$ cat src/rtl/bus_arbiter_if.sv
// bus_arbiter_if: requester C/D handshakes plus the bridge-side bus of the arbiter
// Ports (all in the bundle):
//   requesters  c_/d_req, c_/d_addr, c_/d_wdata, c_/d_byteen in; c_/d_done, c_/d_rdata out
//   bridge      bus_addr, bus_wdata, bus_byteen out; bus_rdata in
//   status      busy, owner out
// slave = arbiter side, master = requester/bridge environment side.
interface bus_arbiter_if;
  logic        c_req, d_req;
  logic [31:0] c_addr, c_wdata, d_addr, d_wdata;
  logic [3:0]  c_byteen, d_byteen;
  logic        c_done, d_done;
  logic [31:0] c_rdata, d_rdata;
  logic [31:0] bus_addr, bus_wdata, bus_rdata;
  logic [3:0]  bus_byteen;
  logic        busy, owner;
  modport slave (
    input  c_req, c_addr, c_wdata, c_byteen, d_req, d_addr, d_wdata, d_byteen, bus_rdata,
    output c_done, c_rdata, d_done, d_rdata, bus_addr, bus_wdata, bus_byteen, busy, owner
  );
  modport master (
    output c_req, c_addr, c_wdata, c_byteen, d_req, d_addr, d_wdata, d_byteen, bus_rdata,
    input  c_done, c_rdata, d_done, d_rdata, bus_addr, bus_wdata, bus_byteen, busy, owner
  );
endinterface

$ cat src/rtl/bus_arbiter.sv
// bus_arbiter: shares the bridge bus between CPU (C) and DMA (D) with IDLE->ADDR->DATA transactions
// Ports:
//   clk      system clock, rising edge
//   reset_n  asynchronous active-low reset
//   bif      bus_arbiter_if.slave: requester handshakes, bridge bus, busy/owner status
// Parameters: CPU_PRIO (1 = C wins conflicts, 0 = round-robin), STARVE_MAX (C conflict wins before D is forced)
module bus_arbiter #(
  parameter bit CPU_PRIO   = 1'b1,
  parameter int STARVE_MAX = 4
) (
  input logic      clk,
  input logic      reset_n,
  bus_arbiter_if.slave bif
);
  localparam int SW = $clog2(STARVE_MAX + 1);
  typedef enum logic [1:0] {IDLE, ADDR, DATA} state_t;
  state_t        state, state_nxt;
  logic [SW-1:0] starve_cnt, starve_nxt;
  logic          c_elig, d_elig, grant, pick_d;
  // The cycle a done pulse is out is a turnaround: nobody is granted, so the
  // requester that just finished competes for the next slot alongside the other.
  always_comb begin
    state_nxt  = state;
    starve_nxt = starve_cnt;
    grant      = 1'b0;
    pick_d     = 1'b0;
    c_elig     = bif.c_req && !bif.c_done && !bif.d_done;
    d_elig     = bif.d_req && !bif.d_done && !bif.c_done;
    case (state)
      IDLE: if (c_elig || d_elig) begin
        grant     = 1'b1;
        state_nxt = ADDR;
        if (c_elig && d_elig) begin
          if (starve_cnt == SW'(STARVE_MAX)) pick_d = 1'b1;
          else if (CPU_PRIO) starve_nxt = starve_cnt + 1'b1;
          else pick_d = !bif.owner;
        end else pick_d = d_elig;
        if (pick_d) starve_nxt = '0;
      end
      ADDR:    state_nxt = DATA;
      DATA:    state_nxt = IDLE;
      default: state_nxt = IDLE;
    endcase
  end
  always_ff @(posedge clk or negedge reset_n)
    if (!reset_n) begin
      state          <= IDLE;
      starve_cnt     <= '0;
      bif.bus_addr   <= '0;
      bif.bus_wdata  <= '0;
      bif.bus_byteen <= '0;
      bif.c_done     <= 1'b0;
      bif.d_done     <= 1'b0;
      bif.c_rdata    <= '0;
      bif.d_rdata    <= '0;
      bif.owner      <= 1'b0;
      bif.busy       <= 1'b0;
    end else begin
      state          <= state_nxt;
      starve_cnt     <= starve_nxt;
      bif.busy       <= state_nxt != IDLE;
      bif.bus_byteen <= '0;
      bif.c_done     <= 1'b0;
      bif.d_done     <= 1'b0;
      if (grant) begin
        bif.owner      <= pick_d;
        bif.bus_addr   <= pick_d ? bif.d_addr : bif.c_addr;
        bif.bus_wdata  <= pick_d ? bif.d_wdata : bif.c_wdata;
        bif.bus_byteen <= pick_d ? bif.d_byteen : bif.c_byteen;
      end
      if (state == DATA) begin
        if (bif.owner) begin
          bif.d_done  <= 1'b1;
          bif.d_rdata <= bif.bus_rdata;
        end else begin
          bif.c_done  <= 1'b1;
          bif.c_rdata <= bif.bus_rdata;
        end
      end
    end
endmodule

$ cat src/flat_wrapper.sv
// flat-port wrapper written by rule: the top's interface ports become plain ports
module bus_arbiter_flat 
#(
  parameter bit CPU_PRIO   = 1'b1,
  parameter int STARVE_MAX = 4
)
  (clk, reset_n, bif_c_req, bif_c_addr, bif_c_wdata, bif_c_byteen, bif_d_req, bif_d_addr, bif_d_wdata, bif_d_byteen, bif_bus_rdata, bif_c_done, bif_c_rdata, bif_d_done, bif_d_rdata, bif_bus_addr, bif_bus_wdata, bif_bus_byteen, bif_busy, bif_owner);
  bus_arbiter_if bif_i ();
  input logic clk;
  input logic reset_n;
  input wire logic [$bits(bif_i.c_req)-1:0] bif_c_req;
  input wire logic [$bits(bif_i.c_addr)-1:0] bif_c_addr;
  input wire logic [$bits(bif_i.c_wdata)-1:0] bif_c_wdata;
  input wire logic [$bits(bif_i.c_byteen)-1:0] bif_c_byteen;
  input wire logic [$bits(bif_i.d_req)-1:0] bif_d_req;
  input wire logic [$bits(bif_i.d_addr)-1:0] bif_d_addr;
  input wire logic [$bits(bif_i.d_wdata)-1:0] bif_d_wdata;
  input wire logic [$bits(bif_i.d_byteen)-1:0] bif_d_byteen;
  input wire logic [$bits(bif_i.bus_rdata)-1:0] bif_bus_rdata;
  output wire logic [$bits(bif_i.c_done)-1:0] bif_c_done;
  output wire logic [$bits(bif_i.c_rdata)-1:0] bif_c_rdata;
  output wire logic [$bits(bif_i.d_done)-1:0] bif_d_done;
  output wire logic [$bits(bif_i.d_rdata)-1:0] bif_d_rdata;
  output wire logic [$bits(bif_i.bus_addr)-1:0] bif_bus_addr;
  output wire logic [$bits(bif_i.bus_wdata)-1:0] bif_bus_wdata;
  output wire logic [$bits(bif_i.bus_byteen)-1:0] bif_bus_byteen;
  output wire logic [$bits(bif_i.busy)-1:0] bif_busy;
  output wire logic [$bits(bif_i.owner)-1:0] bif_owner;
  assign bif_i.c_req = bif_c_req;
  assign bif_i.c_addr = bif_c_addr;
  assign bif_i.c_wdata = bif_c_wdata;
  assign bif_i.c_byteen = bif_c_byteen;
  assign bif_i.d_req = bif_d_req;
  assign bif_i.d_addr = bif_d_addr;
  assign bif_i.d_wdata = bif_d_wdata;
  assign bif_i.d_byteen = bif_d_byteen;
  assign bif_i.bus_rdata = bif_bus_rdata;
  assign bif_c_done = bif_i.c_done;
  assign bif_c_rdata = bif_i.c_rdata;
  assign bif_d_done = bif_i.d_done;
  assign bif_d_rdata = bif_i.d_rdata;
  assign bif_bus_addr = bif_i.bus_addr;
  assign bif_bus_wdata = bif_i.bus_wdata;
  assign bif_bus_byteen = bif_i.bus_byteen;
  assign bif_busy = bif_i.busy;
  assign bif_owner = bif_i.owner;
  bus_arbiter #(.CPU_PRIO(CPU_PRIO), .STARVE_MAX(STARVE_MAX)) u_core (.clk(clk), .reset_n(reset_n), .bif(bif_i));
endmodule
$ cat config.mk
export PLATFORM = sky130hd
export DESIGN_NAME = bus_arbiter_flat
export DESIGN_NICKNAME = d
export VERILOG_FILES = /design/src/rtl/bus_arbiter_if.sv /design/src/rtl/bus_arbiter.sv /design/src/flat_wrapper.sv
export SDC_FILE = /design/constraint.sdc
export NUM_CORES = 1
export LEC_CHECK = 0
export BUFFER_PORTS_ARGS = -buffer_cell sky130_fd_sc_hd__buf_2
export CORE_ASPECT_RATIO = 1.25
export CORE_UTILIZATION = 30
export CTS_CLUSTER_DIAMETER = 40
export DETAILED_ROUTE_END_ITERATION = 16
export MAX_ROUTING_LAYER = met4
export SYNTH_ARGS = -nofsm -noshare
export SYNTH_HDL_FRONTEND = slang
export SYNTH_SLANG_ARGS = --single-unit
export TNS_END_PERCENT = 50
$ cat constraint.sdc
create_clock -name clk -period 2.1 [get_ports clk]
set_input_delay 0.21 -clock clk [delete_from_list [all_inputs] [get_ports clk]]
set_output_delay 0.21 -clock clk [all_outputs]
set_load 0.02 [all_outputs]
# Word level (Yosys, flattened, before mapping)
# Index checks and enable logic that the tools add are counted.
dict set report word_totals {
  reg_bits 141
  input_bits 172
  out_inout_bits 136
  wordCells 52
}
dict set report op_classes {
  addsub 1
  eq_ne 4
  mux 21
  bitwise_logic 1
  reduce_logical 14
}
# cell count
set op_table {}
lappend op_table {{$mux W32} 2}
lappend op_table {{$mux W1} 12}
lappend op_table {{$mux W3} 3}
lappend op_table {{$mux W4} 2}
lappend op_table {{$logic_and A1 B1 Y1} 5}
lappend op_table {{$pmux W2 S2} 1}
lappend op_table {{$reduce_and A2 Y1} 2}
lappend op_table {{$reduce_and A4 Y1} 1}
lappend op_table {{$reduce_bool A2 Y1} 2}
lappend op_table {{$add A3 B1 Y3 const B} 1}
lappend op_table {{$eq A3 B3 Y1 const B} 1}
lappend op_table {{$eq A2 B1 Y1 const B} 1}
lappend op_table {{$eq A2 B2 Y1 const B} 1}
lappend op_table {{$logic_not A1 Y1} 2}
lappend op_table {{$logic_not A2 Y1} 1}
lappend op_table {{$mux W2} 1}
lappend op_table {{$ne A2 B2 Y1 const B} 1}
lappend op_table {{$logic_or A1 B1 Y1} 1}
lappend op_table {{$not A1 Y1} 1}

# Logic depth before layout (Yosys ltp)
# Gate-level depths: netlist of run 1.
dict set report logic_depth {
  word_depth 11
  mapped_depth 7
  mapped_depth_nobuf 5
}

# Least setup slack after synthesis of run 1
# Ideal clock, no wire load.
dict set report synth_timing {
  path_type {register -> register}
  startpoint {register u_core.bif.d_done}
  endpoint {register u_core.bif.bus_addr[14]}
  setup_time_ps 150
  t_arrival_ps 1699
  required_ps 1950
  setup_slack_ps 252
  stages_incl_launch_ff 6
  path_buffers 2
  period_less_slack_ps 1848
  path_cell_list {dfrtp_1 or4_4 nor3_4 buf_4 buf_4 a222oi_1}
}
dict set report synth_via {
  elab_chain_len 10
  word_cells_on_any_way 14
  classes_between {mux (8); reduce/logical (6)}
}
# item line_no
set synth_rtl {}
lappend synth_rtl {{from (decl)} bus_arbiter_if.sv:18} ;# output c_done, c_rdata, d_done, d_rdata, bus_addr, bus_wdata, bus_byteen, busy, owner
lappend synth_rtl {{from (signal assigned)} bus_arbiter.sv:53} ;# bif.d_done <= 1'b0;
lappend synth_rtl {{from (signal assigned)} bus_arbiter.sv:64} ;# bif.d_done <= 1'b0;
lappend synth_rtl {{from (signal assigned)} bus_arbiter.sv:73} ;# bif.d_done <= 1'b1;
lappend synth_rtl {{$logic_not A1 Y1 *} {bus_arbiter.sv:27, bus_arbiter.sv:28}}
lappend synth_rtl {{$logic_and A1 B1 Y1 (2 in series)} bus_arbiter.sv:28} ;# d_elig = bif.d_req && !bif.d_done && !bif.c_done;
lappend synth_rtl {{$logic_and A1 B1 Y1} bus_arbiter.sv:33} ;# if (c_elig && d_elig) begin
lappend synth_rtl {{$mux W1} bus_arbiter.sv:33}
lappend synth_rtl {{$mux W1} bus_arbiter.sv:30} ;# IDLE: if (c_elig || d_elig) begin
lappend synth_rtl {{$mux W1} bus_arbiter.sv:29} ;# case (state)
lappend synth_rtl {{$mux W1} bus_arbiter.sv:30}
lappend synth_rtl {{$mux W1} bus_arbiter.sv:29}
lappend synth_rtl {{$mux W32} bus_arbiter.sv:67} ;# bif.bus_addr <= pick_d ? bif.d_addr : bif.c_addr;
lappend synth_rtl {{to (signal assigned)} bus_arbiter.sv:67}
lappend synth_rtl {{to (decl)} bus_arbiter_if.sv:18}
# Mark *: on every way between the ends. The rest lies on a longest branch, timed or not. The select of a mux whose other input is x is not followed.
# A chain may end at the register's enable or synchronous reset.

# Final worst setup path of run 1
dict set report layout_timing {
  startpoint {register u_core.bif.d_done}
  endpoint {register u_core.bif.bus_addr[4]}
}
# The elaborated chain is that of the path after synthesis.

==> metrics.txt, run 1 <==
# TYPE chip_impl_metric gauge
chip_impl_metric{name="r2r_setup_slack",unit="ns"} 0.24
chip_impl_metric{name="antenna_found_initial",unit=""} 4
chip_impl_metric{name="worst_tran_pin_value",unit="ns"} 0.549
chip_impl_metric{name="post-place-ws",unit="ns"} 0.219
chip_impl_metric{name="synth_area_per_cell",unit="sq um"} 11.3
chip_impl_metric{name="power",unit="mW"} 14.2
chip_impl_metric{name="cts_max_level",unit=""} 4
chip_impl_metric{name="detail_route.iter0.violations",unit=""} 399
chip_impl_info{name="critPathSlowestCell",value="sky130_fd_sc_hd__or4_4"} 1
chip_impl_metric{name="synth_area",unit="sq um"} 6030
chip_impl_metric{name="power_density",unit="nW/um^2"} 1650
chip_impl_metric{name="grt_max_degree",unit=""} 56
chip_impl_metric{name="cap_viol_max_count",unit=""} 0
chip_impl_metric{name="fill_cells",unit=""} 1933
chip_impl_metric{name="gp_congestion",unit=""} 0.739
chip_impl_metric{name="seq_area",unit="sq um"} 3530
chip_impl_metric{name="max-clock-path-buffers",unit=""} 2
chip_impl_info{name="worstSetupPathType",value="reg2reg"} 1
chip_impl_metric{name="worstPathBufferInverterCount",unit=""} 1
chip_impl_info{name="cp_cell_sequence",value="or4_4 > nor3_4 > buf_4 > a222oi_1"} 1
chip_impl_metric{name="area_growth_synth_to_finish",unit="%"} 42.6
chip_impl_metric{name="critical_path.max_fanout",unit=""} 23
chip_impl_metric{name="hold_viol",unit=""} 0
chip_impl_metric{name="floorplan.initialDensity",unit="%"} 30.8
chip_impl_metric{name="multi_input_area",unit="sq um"} 1630
chip_impl_metric{name="finalWorstPathRequiredPeriod",unit="ns"} 1.86
chip_impl_metric{name="latest_clock_arrival_within_the_worst_skew_pair",unit="ns"} 0.41
chip_impl_metric{name="floorplan.die_area",unit="sq um"} 20700
chip_impl_info{name="crit_path_end_kind",value="flop"} 1
chip_impl_info{name="clock_tree.root_cell",value="sky130_fd_sc_hd__clkbuf_16"} 1
chip_impl_metric{name="ant_nets",unit=""} 0
chip_impl_metric{name="ff2ff_path_depth",unit=""} 4
chip_impl_info{name="status",value="finished, final reports clean"} 1
chip_impl_metric{name="crit_arrival",unit="ns"} 2.11
chip_impl_metric{name="placementRows",unit=""} 57
chip_impl_metric{name="dp.final_hpwl",unit="mm"} 12.2
chip_impl_info{name="tritoncts",value="yes"} 1
chip_impl_metric{name="floorplan.io_pins",unit=""} 308
chip_impl_info{name="setup_repair_after_global_routing_missed_its_margin",value="false"} 1
chip_impl_metric{name="grt_pass1_vias",unit=""} 5223
chip_impl_metric{name="io_buffer_count",unit=""} 307
chip_impl_metric{name="detailed_place.area",unit="sq um"} 7980
chip_impl_metric{name="numCtsBuffers",unit=""} 17
chip_impl_metric{name="layout_worst_path_cycle_share",unit="%"} 88.6
chip_impl_metric{name="critPathRequiredTime",unit="ns"} 2.35
chip_impl_metric{name="yosys_warnings",unit=""} 0
chip_impl_info{name="hp-class",value="in2reg"} 1
chip_impl_metric{name="power.static_leakage",unit="nW"} 4.84
chip_impl_metric{name="yosysSeqAreaShare",unit="%"} 58.6
chip_impl_metric{name="routed_wirelength",unit="mm"} 17.0
chip_impl_metric{name="report.final.setup_viol",unit=""} 0
chip_impl_metric{name="post_route_cells_drive_above_1_share",unit="%"} 49.2
chip_impl_metric{name="finClkSkew",unit="ns"} 0.0119
chip_impl_metric{name="final_critical_path_setup_slack",unit="ns"} 0.240
chip_impl_metric{name="slew_headroom",unit="%"} 63.4
chip_impl_metric{name="timing.hold.worst_path_depth",unit=""} 2
chip_impl_info{name="commonest_non_fill_non_tap_cells_in_the_layout",value="306 x sky130_fd_sc_hd__buf_2, 202 x sky130_fd_sc_hd__inv_1, 141 x sky130_fd_sc_hd__dfrtp_1"} 1
chip_impl_metric{name="synth.ff_latch_count",unit=""} 141
chip_impl_metric{name="groute.usage.overall",unit="%"} 17.2
chip_impl_metric{name="globalRoute.totalOverflow",unit=""} 0
chip_impl_metric{name="vdd_drop_max",unit="mV"} 0.904
chip_impl_info{name="worst_setup_path_start_kind",value="flop"} 1
chip_impl_info{name="layout_commonest_cell",value="sky130_fd_sc_hd__buf_2"} 1
chip_impl_metric{name="longest_individual_stage_delay_on_the_worst_path",unit="ns"} 0.59
chip_impl_metric{name="number_of_sinks_driven_by_the_clock_tree",unit=""} 141
chip_impl_metric{name="routed_via_density",unit=""} 4.51
chip_impl_metric{name="maxClockFrequency",unit="MHz"} 538
chip_impl_metric{name="wire_length_of_the_first_global_routing_pass",unit="mm"} 26.2
chip_impl_metric{name="chipWidth",unit="um"} 129
chip_impl_info{name="timing.hold.worst_endpoint",value="u_core.bif.d_rdata[27]"} 1
chip_impl_metric{name="finalMaxSlewViolations",unit=""} 0
chip_impl_metric{name="drc_errors",unit=""} 0
chip_impl_metric{name="post_drt_wl_per_cell",unit="um"} 15.1
chip_impl_info{name="crit_path_start",value="u_core.bif.d_done"} 1
chip_impl_metric{name="number_of_cells_produced_by_synthesis",unit=""} 533
chip_impl_info{name="min_from",value="bif_bus_rdata[27]"} 1
chip_impl_metric{name="layout.nets",unit=""} 1020
chip_impl_metric{name="overall_via_count_from_detail_route",unit=""} 5090
chip_impl_metric{name="syn-num-nets",unit=""} 707
chip_impl_info{name="crit_reg_reg_startpoint",value="u_core.bif.d_done"} 1
chip_impl_metric{name="yosysUniqueCellTypes",unit=""} 24
chip_impl_metric{name="first_pass_drt_iterations",unit=""} 9
chip_impl_metric{name="dieHeight",unit="um"} 160
chip_impl_metric{name="clkTransAtPathRegs",unit="ns"} 0.07
chip_impl_metric{name="totalNegativeSetupSlack",unit="ns"} 0
chip_impl_metric{name="final_cell_area",unit="sq um"} 8590
chip_impl_info{name="r2r_end",value="u_core.bif.bus_addr[4]"} 1
chip_impl_metric{name="placeableCoreArea",unit="sq um"} 19500
chip_impl_info{name="cpLargestDelayFamily",value="simple AND/OR/NAND/NOR gates"} 1
cells in the mapped netlist:
cell	count	area, sq um
sky130_fd_sc_hd__ha_1	2	25.0
sky130_fd_sc_hd__a21o_1	1	7.51
sky130_fd_sc_hd__o21ai_1	1	5.00
sky130_fd_sc_hd__nor3b_1	1	7.51
sky130_fd_sc_hd__nand3_1	2	10.0
sky130_fd_sc_hd__a21bo_2	1	10.0
sky130_fd_sc_hd__inv_1	202	758
sky130_fd_sc_hd__buf_4	2	15.0
sky130_fd_sc_hd__buf_2	9	45.0
sky130_fd_sc_hd__o21ai_0	6	30.0
sky130_fd_sc_hd__nor3_4	1	16.3
sky130_fd_sc_hd__nor2_1	1	3.75
sky130_fd_sc_hd__nor3b_2	1	12.5
sky130_fd_sc_hd__a21boi_0	1	7.51
sky130_fd_sc_hd__and3_1	1	6.26
sky130_fd_sc_hd__dfrtp_1	141	3530
sky130_fd_sc_hd__clkbuf_1	17	63.8
sky130_fd_sc_hd__o31ai_1	5	37.5
sky130_fd_sc_hd__mux2_2	64	721
sky130_fd_sc_hd__nand2_1	3	11.3
sky130_fd_sc_hd__nor4_4	1	21.3
sky130_fd_sc_hd__a222oi_1	64	641
sky130_fd_sc_hd__nand4_1	5	31.3
sky130_fd_sc_hd__or4_4	1	11.3
report_power, final:
| group | total (mW) | internal (mW) | switching (mW) |
|---|---|---|---|
| registers | 4.77 | 4.08 | 0.689 |
| logic | 6.34 | 2.57 | 3.77 |
| clock network | 3.04 | 1.81 | 1.23 |
| total | 14.2 | 8.47 | 5.69 |
per-layer routing:
metal,up-vias,global-route usage [%],share of wire [%]
li1,2390,-,-
met1,2426,19.9,41
met2,263,27.9,49
met3,11,6.46,9.8
met4,0,4.44,0.89
met5,-,-,0
through the flow:
stage,utilization [%],hold slack (ns),instances
2_1_floorplan,-,-0.0856,533
3_3_place_gp,40.8,0.218,1091
3_5_place_dp,40.8,0.217,1091
4_1_cts,43.9,0.00971,1124
5_1_grt,44.0,0.0124,1128
6_report,44.0,0.0378,1128
flip-flops by register name, indices dropped and copies added, names as in the netlist:
register,flops
u_core.bif.bus_addr,32
u_core.bif.bus_wdata,32
u_core.bif.c_rdata,32
u_core.bif.d_rdata,32
u_core.bif.bus_byteen,4
u_core.starve_cnt,3
u_core.state,2
u_core.bif.busy,1
u_core.bif.c_done,1
u_core.bif.d_done,1
u_core.bif.owner,1
kinds of logic after synthesis:
logic type,Yosys count,synth area share (%)
buffers and inverters,230,14.6
flip-flops,141,58.6
AND/OR/NAND/NOR,17,2.18
adder cells (fa/ha/maj),2,0.415
multiplexers,64,12.0
AO/OA/AOI/OAI,79,12.3
worst max path at each step:
stage / end / slack, ns / depth (start not counted)
floorplan: u_core.bif.bus_addr[14] / 0.25 / 5
global placement: u_core.bif.bus_addr[9] / 0.24 / 4
detailed placement: u_core.bif.bus_addr[9] / 0.22 / 4
CTS: u_core.bif.bus_addr[5] / 0.22 / 4
global route: u_core.bif.bus_addr[4] / 0.13 / 4
finish: u_core.bif.bus_addr[4] / 0.24 / 4
worst reg2reg max path, stage by stage, from the launching register on:
cell                       delay [ns]
sky130_fd_sc_hd__dfrtp_1         0.42
sky130_fd_sc_hd__or4_4           0.59
sky130_fd_sc_hd__nor3_4          0.23
sky130_fd_sc_hd__buf_4           0.31
sky130_fd_sc_hd__a222oi_1        0.15
repair_timing:
item,CTS,global route
buffers inserted,0,0
gates resized for setup,0,0
hold buffers,1,0
endpoints found under the hold margin,52,0
area by class of cell:
cell class	instances	share of cell area [%]
tap	265	3.86
sequential	141	41.1
timing repair buffer	322	20.2
clock inverter	13	1.81
inverter	202	8.82
clock buffer	19	5.15
multi-input combinational	162	19.0
antenna	4	0.116
Note: power is estimated with default switching activity, not from simulation.
==> run 2: changes to the inputs <==
--- a/config.mk
+++ b/config.mk
@@ -7,6 +7,7 @@
 export LEC_CHECK = 0
 export BUFFER_PORTS_ARGS = -buffer_cell sky130_fd_sc_hd__buf_2
 export CORE_ASPECT_RATIO = 1.25
+export CORE_MARGIN = 2
 export CORE_UTILIZATION = 30
 export CTS_CLUSTER_DIAMETER = 40
 export DETAILED_ROUTE_END_ITERATION = 16
==> constraint.sdc (replaced) <==
create_clock -name clk -period 2.2 [get_ports clk]
set_input_delay 0.22 -clock clk [delete_from_list [all_inputs] [get_ports clk]]
set_output_delay 0.22 -clock clk [all_outputs]
set_load 0.02 [all_outputs]
==> run 2 against run 1 <==
Non-clock buffer count stayed put. Fmax is 3.5% lower. Combinational power is 4.1% lower. Clock power is 6% lower. Clock skew is 0.0068 ns higher. Via count is 0.98% higher. Cell count is 0.44% lower. First-iteration DRC count is 1.5% higher. Design area is 0.58% lower. Sequential power is 4% lower. Critical endpoint is now u_core.bif.bus_wdata[17].
==> metrics.txt, run 2 (same netlist as run 1, synthesis figures left out) <==
# TYPE chip_impl_metric gauge
chip_impl_metric{name="final_critical_path_setup_slack",unit="ns"} 0.273
chip_impl_metric{name="finClkSkew",unit="ns"} 0.0186
chip_impl_metric{name="fill_cells",unit=""} 1940
chip_impl_info{name="commonest_non_fill_non_tap_cells_in_the_layout",value="306 x sky130_fd_sc_hd__buf_2, 202 x sky130_fd_sc_hd__inv_1, 141 x sky130_fd_sc_hd__dfrtp_1"} 1
chip_impl_metric{name="instance_count_after_placement_with_tap_cells_included",unit=""} 1091
chip_impl_metric{name="fin_cells",unit=""} 1123
chip_impl_metric{name="switching_share",unit="%"} 40.8
chip_impl_metric{name="globalRoute.totalOverflow",unit=""} 0
chip_impl_metric{name="antenna_found_initial",unit=""} 0
chip_impl_metric{name="pwr-share-clk",unit="%"} 21.2
chip_impl_metric{name="detail_route.iter0.violations",unit=""} 405
chip_impl_metric{name="post-place-ws",unit="ns"} 0.261
chip_impl_metric{name="power",unit="mW"} 13.5
chip_impl_metric{name="dp.final_hpwl",unit="mm"} 12.7
chip_impl_metric{name="cts_max_level",unit=""} 4
chip_impl_metric{name="clkTransAtPathRegs",unit="ns"} 0.06
chip_impl_metric{name="power.static_leakage",unit="nW"} 4.82
chip_impl_metric{name="crit_arrival",unit="ns"} 2.22
chip_impl_info{name="tritoncts",value="yes"} 1
chip_impl_info{name="layout_commonest_cell",value="sky130_fd_sc_hd__buf_2"} 1
chip_impl_metric{name="floorplan.initialDensity",unit="%"} 30.8
chip_impl_metric{name="io_buffer_count",unit=""} 307
chip_impl_metric{name="detailed_place.area",unit="sq um"} 7950
chip_impl_metric{name="ctsResizeCount",unit=""} 0
chip_impl_metric{name="floorplan.die_area",unit="sq um"} 21200
chip_impl_metric{name="layout.nets",unit=""} 1020
chip_impl_metric{name="report.final.setup_viol",unit=""} 0
chip_impl_metric{name="antenna_cells",unit=""} 0
chip_impl_info{name="hp-class",value="in2reg"} 1
chip_impl_metric{name="dieHeight",unit="um"} 162
chip_impl_metric{name="finalWorstPathRequiredPeriod",unit="ns"} 1.93
chip_impl_metric{name="first_pass_drt_iterations",unit=""} 9
chip_impl_metric{name="max-clock-path-buffers",unit=""} 2
chip_impl_metric{name="number_of_sinks_driven_by_the_clock_tree",unit=""} 141
chip_impl_metric{name="wire_length_of_the_first_global_routing_pass",unit="mm"} 26.5
chip_impl_metric{name="pwr-share-comb",unit="%"} 44.9
chip_impl_metric{name="post_layout_util",unit="%"} 43.7
chip_impl_metric{name="post_route_cells_drive_above_1_share",unit="%"} 49.3
chip_impl_metric{name="placeableCoreArea",unit="sq um"} 19500
chip_impl_metric{name="gp_congestion",unit=""} 0.756
chip_impl_metric{name="latest_clock_arrival_within_the_worst_skew_pair",unit="ns"} 0.42
chip_impl_metric{name="reported_net_switching_power",unit="mW"} 5.52
chip_impl_metric{name="fin_worst_hold_slack",unit="ns"} 0.0316
chip_impl_metric{name="drc_errors",unit=""} 0
chip_impl_info{name="status",value="finished, final reports clean"} 1
chip_impl_metric{name="floorplan.io_pins",unit=""} 308
chip_impl_metric{name="internal_power",unit="mW"} 8.02
chip_impl_metric{name="critPathRequiredTime",unit="ns"} 2.49
chip_impl_metric{name="overall_via_count_from_detail_route",unit=""} 5140
chip_impl_metric{name="slew_headroom",unit="%"} 63.0
chip_impl_info{name="worst_setup_path_start_kind",value="flop"} 1
chip_impl_metric{name="groute.usage.overall",unit="%"} 16.7
chip_impl_info{name="clock_tree.root_cell",value="sky130_fd_sc_hd__clkbuf_16"} 1
chip_impl_metric{name="area_growth_synth_to_finish",unit="%"} 41.8
chip_impl_metric{name="layout_worst_path_cycle_share",unit="%"} 87.6
chip_impl_metric{name="power_density",unit="nW/um^2"} 1580
chip_impl_metric{name="maxClockFrequency",unit="MHz"} 519
chip_impl_metric{name="grt_max_degree",unit=""} 72
chip_impl_metric{name="final_cell_area",unit="sq um"} 8540
chip_impl_metric{name="seq_area",unit="sq um"} 3530
chip_impl_metric{name="routed_wirelength",unit="mm"} 17.6
chip_impl_metric{name="hold_viol",unit=""} 0
chip_impl_metric{name="multi_input_area",unit="sq um"} 1630
chip_impl_metric{name="totalNegativeSetupSlack",unit="ns"} 0
chip_impl_metric{name="critical_path.max_fanout",unit=""} 34
chip_impl_info{name="worstSetupPathType",value="reg2reg"} 1
chip_impl_metric{name="chipWidth",unit="um"} 131
chip_impl_metric{name="post_drt_wl_per_cell",unit="um"} 15.7
chip_impl_metric{name="finalMaxSlewViolations",unit=""} 0
chip_impl_info{name="crit_path_end_kind",value="flop"} 1
chip_impl_metric{name="vdd_drop_max",unit="mV"} 0.759
chip_impl_metric{name="grt_pass1_vias",unit=""} 5220
chip_impl_metric{name="pwr-share-seq",unit="%"} 33.8
chip_impl_info{name="setup_repair_after_global_routing_missed_its_margin",value="false"} 1
chip_impl_metric{name="numCtsBuffers",unit=""} 17
chip_impl_metric{name="routed_via_density",unit=""} 4.58
chip_impl_metric{name="ant_nets",unit=""} 0
chip_impl_metric{name="placementRows",unit=""} 57
chip_impl_metric{name="cap_viol_max_count",unit=""} 0
chip_impl_metric{name="worst_tran_pin_value",unit="ns"} 0.550
run 2: cell count changes in the layout (fill, tap and decap cells not counted):
cell	previous run	this run
sky130_fd_sc_hd__inv_8	2	1
sky130_fd_sc_hd__inv_6	3	5
sky130_fd_sc_hd__clkbuf_1	1	0
sky130_fd_sc_hd__buf_4	8	10
sky130_fd_sc_hd__buf_12	6	4
sky130_fd_sc_hd__clkinv_4	3	2
sky130_fd_sc_hd__clkinv_2	1	2
sky130_fd_sc_hd__clkbuf_8	1	0
sky130_fd_sc_hd__diode_2	4	0
run 2: what timing repair did:
item,4_1_cts,5_1_grt
hold buffers,1,0
setup buffers,0,0
endpoints found under the hold margin,42,0
run 2: power by group through the flow:
stage / Sequential, mW / Clock [mW] / Combinational, mW
6_report: 4.58 / 2.87 / 6.08
3_5_place_dp: 4.62 / 0 / 6.17
2_1_floorplan: 6.10 / 0 / 2.33
4_1_cts: 4.59 / 2.97 / 6.18
5_1_grt: 4.75 / 3.09 / 6.58
3_3_place_gp: 4.58 / 0 / 6.09
run 2: layer usage:
layer,track usage (%),share of wire (%),vias to the layer above
li1,-,-,2388
met1,19.6,42,2492
met2,27.9,49,251
met3,5.16,8.7,9
met4,4.06,0.84,0
met5,-,0,-
run 2: worst paths after layout:
| path | slack, ns | from | endpoint | depth (start not counted) |
|---|---|---|---|---|
| setup / recovery | 0.27 | u_core.starve_cnt[0] | u_core.bif.bus_wdata[17] | 6 |
| hold / removal | 0.03 | bif_c_addr[10] | u_core.bif.bus_addr[10] | 3 |
| setup reg to reg | 0.27 | u_core.starve_cnt[0] | u_core.bif.bus_wdata[17] | 6 |
| hold reg to reg | 0.50 | u_core.bif.d_rdata[23] | u_core.bif.d_rdata[23] | 1 |
| max in group asynchronous | 1.19 | reset_n | u_core.bif.c_rdata[7] | 3 |
| min in group asynchronous | 0.29 | reset_n | u_core.bif.d_rdata[1] | 2 |
run 2: worst max-delay path, cell delays in order (launching register included):
cell and delay [ns]:
sky130_fd_sc_hd__dfrtp_1 0.36, sky130_fd_sc_hd__inv_1 0.06, sky130_fd_sc_hd__ha_1 0.23, sky130_fd_sc_hd__a21boi_0 0.48, sky130_fd_sc_hd__nor3_4 0.10, sky130_fd_sc_hd__buf_12 0.19, sky130_fd_sc_hd__a222oi_1 0.36
run 2: cell type report:
type,instances,area share (%)
Clock buffer,17,4.98
Inverter,202,8.88
Timing Repair Buffer,322,20.0
Tap cell,265,3.88
Clock inverter,14,1.85
Multi-Input combinational cell,162,19.1
Sequential cell,141,41.3
